<file path="src/rtl/lut_table_loader.sv">
// Runtime-programmable LUT neuron: a double-buffered truth table loaded over a valid/ready
// config stream, with an atomic shadow->active commit and a 1-cycle pipelined lookup port.
module lut_table_loader #(
    parameter int IN_BITS  = 6,
    parameter int OUT_BITS = 1,
    parameter int CHUNK_W  = 8
) (
    input  logic                clk,
    input  logic                rst_n,
    input  logic                cfg_start,
    input  logic                cfg_valid,
    output logic                cfg_ready,
    input  logic [CHUNK_W-1:0]  cfg_data,
    output logic                cfg_done,
    output logic                table_valid,
    input  logic                lk_valid,
    input  logic [IN_BITS-1:0]  lk_addr,
    output logic                lk_out_valid,
    output logic [OUT_BITS-1:0] lk_data
);
    localparam int DEPTH  = 1 << IN_BITS;
    localparam int NCHUNK = DEPTH * OUT_BITS / CHUNK_W;
    localparam int CNT_W  = (NCHUNK > 1) ? $clog2(NCHUNK) : 1;
    localparam logic [CNT_W-1:0] LAST_CNT = CNT_W'(NCHUNK - 1);

    typedef enum logic [1:0] {IDLE, LOAD, COMMIT} state_t;

    state_t                         state_reg, state_next;
    logic [CNT_W-1:0]               cnt_reg, cnt_next;
    logic                           wr_en;
    logic [NCHUNK-1:0]              chunk_we;
    logic [NCHUNK-1:0][CHUNK_W-1:0] shadow_reg;
    logic [DEPTH-1:0][OUT_BITS-1:0] active_reg;
    logic                           table_valid_reg;
    logic                           lk_out_valid_reg;
    logic [OUT_BITS-1:0]            lk_data_reg;

    always_comb begin
        state_next = state_reg;
        cnt_next   = cnt_reg;
        wr_en      = 1'b0;
        case (state_reg)
            IDLE: begin
                if (cfg_start) begin
                    state_next = LOAD;
                    cnt_next   = '0;
                end
            end
            LOAD: begin
                // A restart wins over a handshake landing in the same cycle.
                if (cfg_start) begin
                    cnt_next = '0;
                end else if (cfg_valid) begin
                    wr_en = 1'b1;
                    if (cnt_reg == LAST_CNT) begin
                        state_next = COMMIT;
                        cnt_next   = '0;
                    end else begin
                        cnt_next = cnt_reg + 1'b1;
                    end
                end
            end
            COMMIT: begin
                state_next = cfg_start ? LOAD : IDLE;
                cnt_next   = '0;
            end
            default: begin
                state_next = IDLE;
                cnt_next   = '0;
            end
        endcase
    end

    genvar gi;
    generate
        for (gi = 0; gi < NCHUNK; gi++) begin : g_chunk_we
            assign chunk_we[gi] = wr_en && (cnt_reg == CNT_W'(gi));
        end
    endgenerate

    always_ff @(posedge clk or negedge rst_n) begin
        if (!rst_n) begin
            state_reg       <= IDLE;
            cnt_reg         <= '0;
            shadow_reg      <= '0;
            active_reg      <= '0;
            table_valid_reg <= 1'b0;
        end else begin
            state_reg <= state_next;
            cnt_reg   <= cnt_next;
            for (int i = 0; i < NCHUNK; i++) begin
                if (chunk_we[i]) begin
                    shadow_reg[i] <= cfg_data;
                end
            end
            // Shadow and active share the same flat bit layout, so commit is a plain copy.
            if (state_reg == COMMIT) begin
                active_reg      <= shadow_reg;
                table_valid_reg <= 1'b1;
            end
        end
    end

    always_ff @(posedge clk or negedge rst_n) begin
        if (!rst_n) begin
            lk_out_valid_reg <= 1'b0;
            lk_data_reg      <= '0;
        end else begin
            lk_out_valid_reg <= lk_valid;
            if (lk_valid) begin
                lk_data_reg <= active_reg[lk_addr];
            end
        end
    end

    assign cfg_ready    = (state_reg == LOAD);
    assign cfg_done     = (state_reg == COMMIT);
    assign table_valid  = table_valid_reg;
    assign lk_out_valid = lk_out_valid_reg;
    assign lk_data      = lk_data_reg;

endmodule

</file>
<file path="config.mk">
export PLATFORM = sky130hd
export DESIGN_NAME = lut_table_loader
export DESIGN_NICKNAME = d
export VERILOG_FILES = /design/src/rtl/lut_table_loader.sv
export SDC_FILE = /design/constraint.sdc
export NUM_CORES = 1
export LEC_CHECK = 0
export ABC_AREA = 1
export BUFFER_PORTS_ARGS = -buffer_cell sky130_fd_sc_hd__buf_2
export CAP_MARGIN = 30
export CORE_MARGIN = 2
export CORE_UTILIZATION = 40
export CTS_CLUSTER_SIZE = 12
export DETAILED_ROUTE_END_ITERATION = 8
export SLEW_MARGIN = 20
export SYNTH_ARGS = -nofsm -noshare
export SYNTH_HDL_FRONTEND = slang
export SYNTH_SLANG_ARGS = --single-unit
</file>
<file path="constraint.sdc">
create_clock -name clk -period 1.46 [get_ports clk]
set_clock_uncertainty 0.15 [all_clocks]
set_input_delay 0.146 -clock clk [delete_from_list [all_inputs] [get_ports clk]]
set_output_delay 0.146 -clock clk [all_outputs]
set_load 0.02 [all_outputs]
</file>
## After elaboration in Yosys (flattened, before gate mapping)

Cells that the tools add are included.

| operators by class | value |
|---|---|
| add/sub/neg operators | 1 |
| $mul | 0 |
| div/mod/pow operators | 0 |
| order comparisons | 1 |
| equal/unequal tests | 14 |
| shift operators | 0 |
| mux-type cells | 16 |
| bitwise gates (word level) | 0 |
| reduce and logical (&&, ||, !) cells | 12 |

Operator list:

| kind | number |
|---|---|
| 3-bit == test (second input constant) | 4 |
| 3-bit 2-to-1 mux | 4 |
| 1-bit logical AND | 8 |
| 2-bit 2-to-1 mux | 4 |
| 6-bit by 7-bit less-than comparator with 1-bit output (second input constant) | 1 |
| 1-bit binary-select mux with 6-bit select | 1 |
| 3-bit by 2-bit == test with 1-bit output (second input constant) | 2 |
| 2-bit inequality test (second input constant) | 3 |
| 2-bit one-hot mux with 3 select lines | 1 |
| 3-bit one-hot mux with 2 select lines | 1 |
| 1-bit 2-to-1 mux | 5 |
| 4-bit AND reduction | 1 |
| 3-bit by 1-bit adder with 3-bit output (second input constant) | 1 |
| 3-bit by 1-bit == test with 1-bit output (second input constant) | 1 |
| 3-bit zero test | 1 |
| 3-bit inequality test (second input constant) | 1 |
| 2-bit by 1-bit == test with 1-bit output (second input constant) | 1 |
| 2-bit == test (second input constant) | 1 |
| 2-bit zero test | 1 |
| 2-bit by 1-bit inequality test with 1-bit output (second input constant) | 1 |
| 2-bit AND reduction | 1 |

| storage, ports and cells | value |
|---|---|
| register bits | 136 |
| bits in latches | 0 |
| bits in writable memories | 0 |
| ROM bits | 0 |
| input port bits | 19 |
| output and inout port bits | 5 |
| word-level logic and storage cells | 121 |
| memories kept | 0 |

## Logic depth before layout (Yosys ltp)

| logic depth | value |
|---|---|
| word-level depth | 5 |
| gate-level depth with buffers | 13 |

## Worst setup path after synthesis

No wires, ideal clock.

| timing | value |
|---|---|
| kind | reg2reg |
| start point | register cnt_reg[0] |
| end point | register shadow_reg[24] in the netlist's numbering |
| library setup time | 0.131 ns |
| data arrival time | 1.249 ns |
| data required time | 1.179 ns |
| slack | -0.069 ns |
| stages on the path, launching flop included | 6 |
| buffers on the path | 1 |
| period minus slack after synthesis | 1.529 ns |
| path through | dfrtp_1 -> ha_1 -> ha_1 -> nand2_1 -> clkbuf_1 -> o21ai_0 |

| between the ends | value |
|---|---|
| longest elaborated chain between the ends | 2 |

RTL lines:

| what | line | RTL |
|---|---|---|
| from (decl) | 29 | `logic [CNT_W-1:0] cnt_reg, cnt_next;` |
| from (signal assigned) | 90 | `cnt_reg <= cnt_next;` |
| 3-bit by 2-bit == test with 1-bit output | 77 | `assign chunk_we[gi] = wr_en && (cnt_reg == CNT_W'(gi));` |
| 1-bit logical AND | 77 |  |
| to (signal, indexed assignment) | 93 | `shadow_reg[i] <= cfg_data;` |
| to (decl) | 32 | `logic [NCHUNK-1:0][CHUNK_W-1:0] shadow_reg;` |

No other way between the ends.
A chain may end at the register's enable or synchronous reset.

## Worst setup path after layout

| timing | value |
|---|---|
| start point | register state_reg[0] |
| end point | output cfg_done |

| between the ends | value |
|---|---|
| longest elaborated chain between the ends | 1 |

RTL lines:

| what | line | RTL |
|---|---|---|
| from (decl) | 28 | `state_t state_reg, state_next;` |
| from (signal assigned) | 89 | `state_reg <= state_next;` |
| 2-bit == test | 117 | `assign cfg_done = (state_reg == COMMIT);` |
| to (decl) | 14 | `output logic cfg_done,` |

No other way between the ends.

==> run summary <==
CP max-delay cell = dfrtp_1
Yosys warnings = 0
Req. time, crit path = 1.16 ns
Peak VDD IR = 0.8177 mV
DIE AREA = 15,240 µm²
number of global-route vias before repair = 4,722
Place WS = -0.1403 ns
crit path cell chain = buf_6 -> nor2_4 -> buf_12 -> buf_8
Max Transition Viols Final = 0
worst min-delay path class = input pin to flip-flop
Setup crit start kind = flip-flop
CTS root buf = clkbuf_16
Reg2Reg Launch Point = state_reg[0]$_DFFE_PN0P_
Worst Setup End Kind = primary output
GRT Overall Usage = 0.2122
WL final = 16,210 µm
#FFs+latches synth = 136
final setup fails = 133
DR vias/cell = 5.138
setup TNS = -11.05 ns
Worst-path clk slew = 0.06 ns
top post-synthesis cells by area = dfrtp_1 60%, nand2_1 21%, o21ai_0 5.7%, nand3_1 5.6%, inv_1 2.0%
Post-synth EDFFs = 0
Die Wd = 123.4 µm
Max clock buf depth = 2
syn nets = 699
main flop type after synthesis = dfrtp_1
area leader, netlist = dfrtp_1
hold_sp = cfg_valid
slew of the pin with the lowest slew margin = 0.5141 ns
DR pass1 iterations = 4
chip height = 123.4 µm
Final ANT Viol Nets = 0
# port buffers = 23
Worst EP arrival = 1.35 ns
CTS tree = done
Post-DP HPWL = 8466 µm
first-pass GRT wire length = 24,190 µm
vias = 4,902
Hold Fails Final Rpt = 1
Tcrit/Tclk final = 1.126
relative slew slack = 0.6573
Avg Cell Area, Syn = 8.465 µm²
routed len/inst = 16.99 µm
Final min period = 1.644 ns
CTS sink cnt = 136
DRT iter0 DRCs = 350
fin nets = 786
post-synthesis sequential area ratio = 0.5965
Setup CP Type = flip-flop to primary output
worst setup margin = -0.1836 ns
Power Dens Cells = 1267 nW/µm²
share of layout cells above drive strength 1 = 0.2584
fmax = 608.4 MHz
GRT Residual Overflow = 0
status = finished, violations left
Worst-Skew Late Latency = 0.42 ns
Synth cell types = 20
most common cell in the synthesized netlist = nand2_1
Crit. Startpoint = state_reg[0]$_DFFE_PN0P_
Hold WS = -0.01491 ns
MaxCap Viol Count = 0
failing checks = hold timing, setup timing
row cnt = 43
clock buffer count from CTS = 17
initial antenna violation count = 0
Post-Syn Instances = 674
Starting Density = 0.4110
Area Overhead vs Synth = 40.13%
n_diodes = 0
Lkg Pwr = 4.049 nW
Worst Path Buf+Inv = 3
Residual DRC = 0
largest net degree at the start of global routing = 93
RePlAce Congestion = 0.8113
I/O pins = 24
Synth async-reset ratio = 1.000
Synth top area share = 0.5965
Post-synth top cells = 319 x nand2_1, 136 x dfrtp_1, 65 x o21ai_0
dominant delay contributor by cell family on the critical path = flip-flops
Crit Path Max Fanout = 3
Post-Syn Area = 5705 µm²
core area = 13,880 µm²
htree depth = 4
RSZ-0062 raised after global routing = yes
Max stage delay on crit path = 0.40 ns
[metrics by stage]
step | hold slack, ns | cells | utilization | area (µm²) | total power, mW
after global routing | 0.02961 | 954 | 0.5760 | 7995 | 10.52
after CTS | 0.03233 | 934 | 0.5309 | 7370 | 10.05
after global placement | -0.02251 | 870 | 0.4461 | 6192 | 5.055
final | -0.01491 | 954 | 0.5760 | 7995 | 10.13
after detailed placement | -0.02004 | 870 | 0.4461 | 6192 | 5.099
after floorplan | -0.2996 | 674 | - | 5707 | 4.763
[final timing paths]
kind	end	slack, ns	cells past startpoint
max	cfg_done	-0.18	4
min	state_reg[0]$_DFFE_PN0P_	-0.01	4
max reg2reg	shadow_reg[46]$_DFFE_PN0P_	-0.16	8
min reg2reg	table_valid$_DFFE_PN0N_	0.31	1
max in group asynchronous	active_reg[10]$_DFFE_PN0N_	0.57	3
min in group asynchronous	active_reg[22]$_DFFE_PN0N_	0.10	3
[repair_timing]
| action | in CTS | in global routing |
|---|---|---|
| pin swaps | 4 | 11 |
| cloned | 4 | 12 |
| setup buffers | 15 | 10 |
| endpoints found under the hold margin | 152 | 0 |
| resized for setup | 61 | 116 |
| endpoints found under the setup margin | 68 | 135 |
| hold buffers | 13 | 0 |
[report_power, final]
group / switching, mW / internal (mW) / leakage, nW / total, mW
Sequential: 0.237 / 4.13 / 1.80 / 4.37
Clock: 1.56 / 3.30 / 0.333 / 4.86
Combinational: 0.508 / 0.386 / 1.91 / 0.895
Total: 2.31 / 7.82 / 4.05 / 10.1
[worst register-to-register path: stages (launching register included)]
cell	delay, ns
dfrtp_1	0.38
nand2_2	0.10
nor3_4	0.20
buf_6	0.15
buf_12	0.11
nand3_4	0.10
buf_12	0.18
nand2_2	0.06
o21ai_1	0.06
[cell usage in the layout, fill, tap and decap left out, types with 2 or more instances in the layout]
| cell | instances |
|---|---|
| buf_8 | 4 |
| nand3_4 | 2 |
| ha_2 | 2 |
| clkinv_2 | 2 |
| dfrtp_1 | 136 |
| nand3_2 | 5 |
| o21ai_0 | 33 |
| inv_2 | 2 |
| nand2_2 | 43 |
| o21ai_1 | 27 |
| inv_1 | 28 |
| buf_2 | 21 |
| buf_12 | 15 |
| clkbuf_1 | 2 |
| o21ai_2 | 13 |
| nand3_1 | 57 |
| clkbuf_8 | 6 |
| nor2_4 | 3 |
| buf_6 | 14 |
| o22ai_1 | 2 |
| nand2_4 | 9 |
| buf_16 | 3 |
| nand2_1 | 267 |
| buf_4 | 21 |
| clkbuf_16 | 26 |
| bufinv_16 | 5 |
| dlygate4sd3_1 | 13 |
| ha_1 | 4 |
[per-layer routing]
layer  track usage  share of wire  vias to the layer above
met3       0.05950          0.048                       32
met5             0              0                        -
met2        0.3352           0.49                      129
li1              -              -                     2329
met1        0.2758           0.45                     2412
met4       0.08594          0.021                        0
[cell families after synthesis]
| family | Yosys count | share of synthesized area |
|---|---|---|
| simple gates | 392 | 0.2772 |
| flops | 136 | 0.5965 |
| compound gates | 76 | 0.06710 |
| buf+inv | 64 | 0.04605 |
| fa+ha+maj | 6 | 0.01316 |
[final cells by class]
class,instances,area (µm²)
multi-input cells,474,2333
flip-flops and latches,136,3403
clock buffers,25,515.5
well taps,180,225.2
inverters,32,138.9
clock inverters,7,160.2
repair buffers,100,1219
fillers,1183,5886
(Power assumes the default switching activity.)
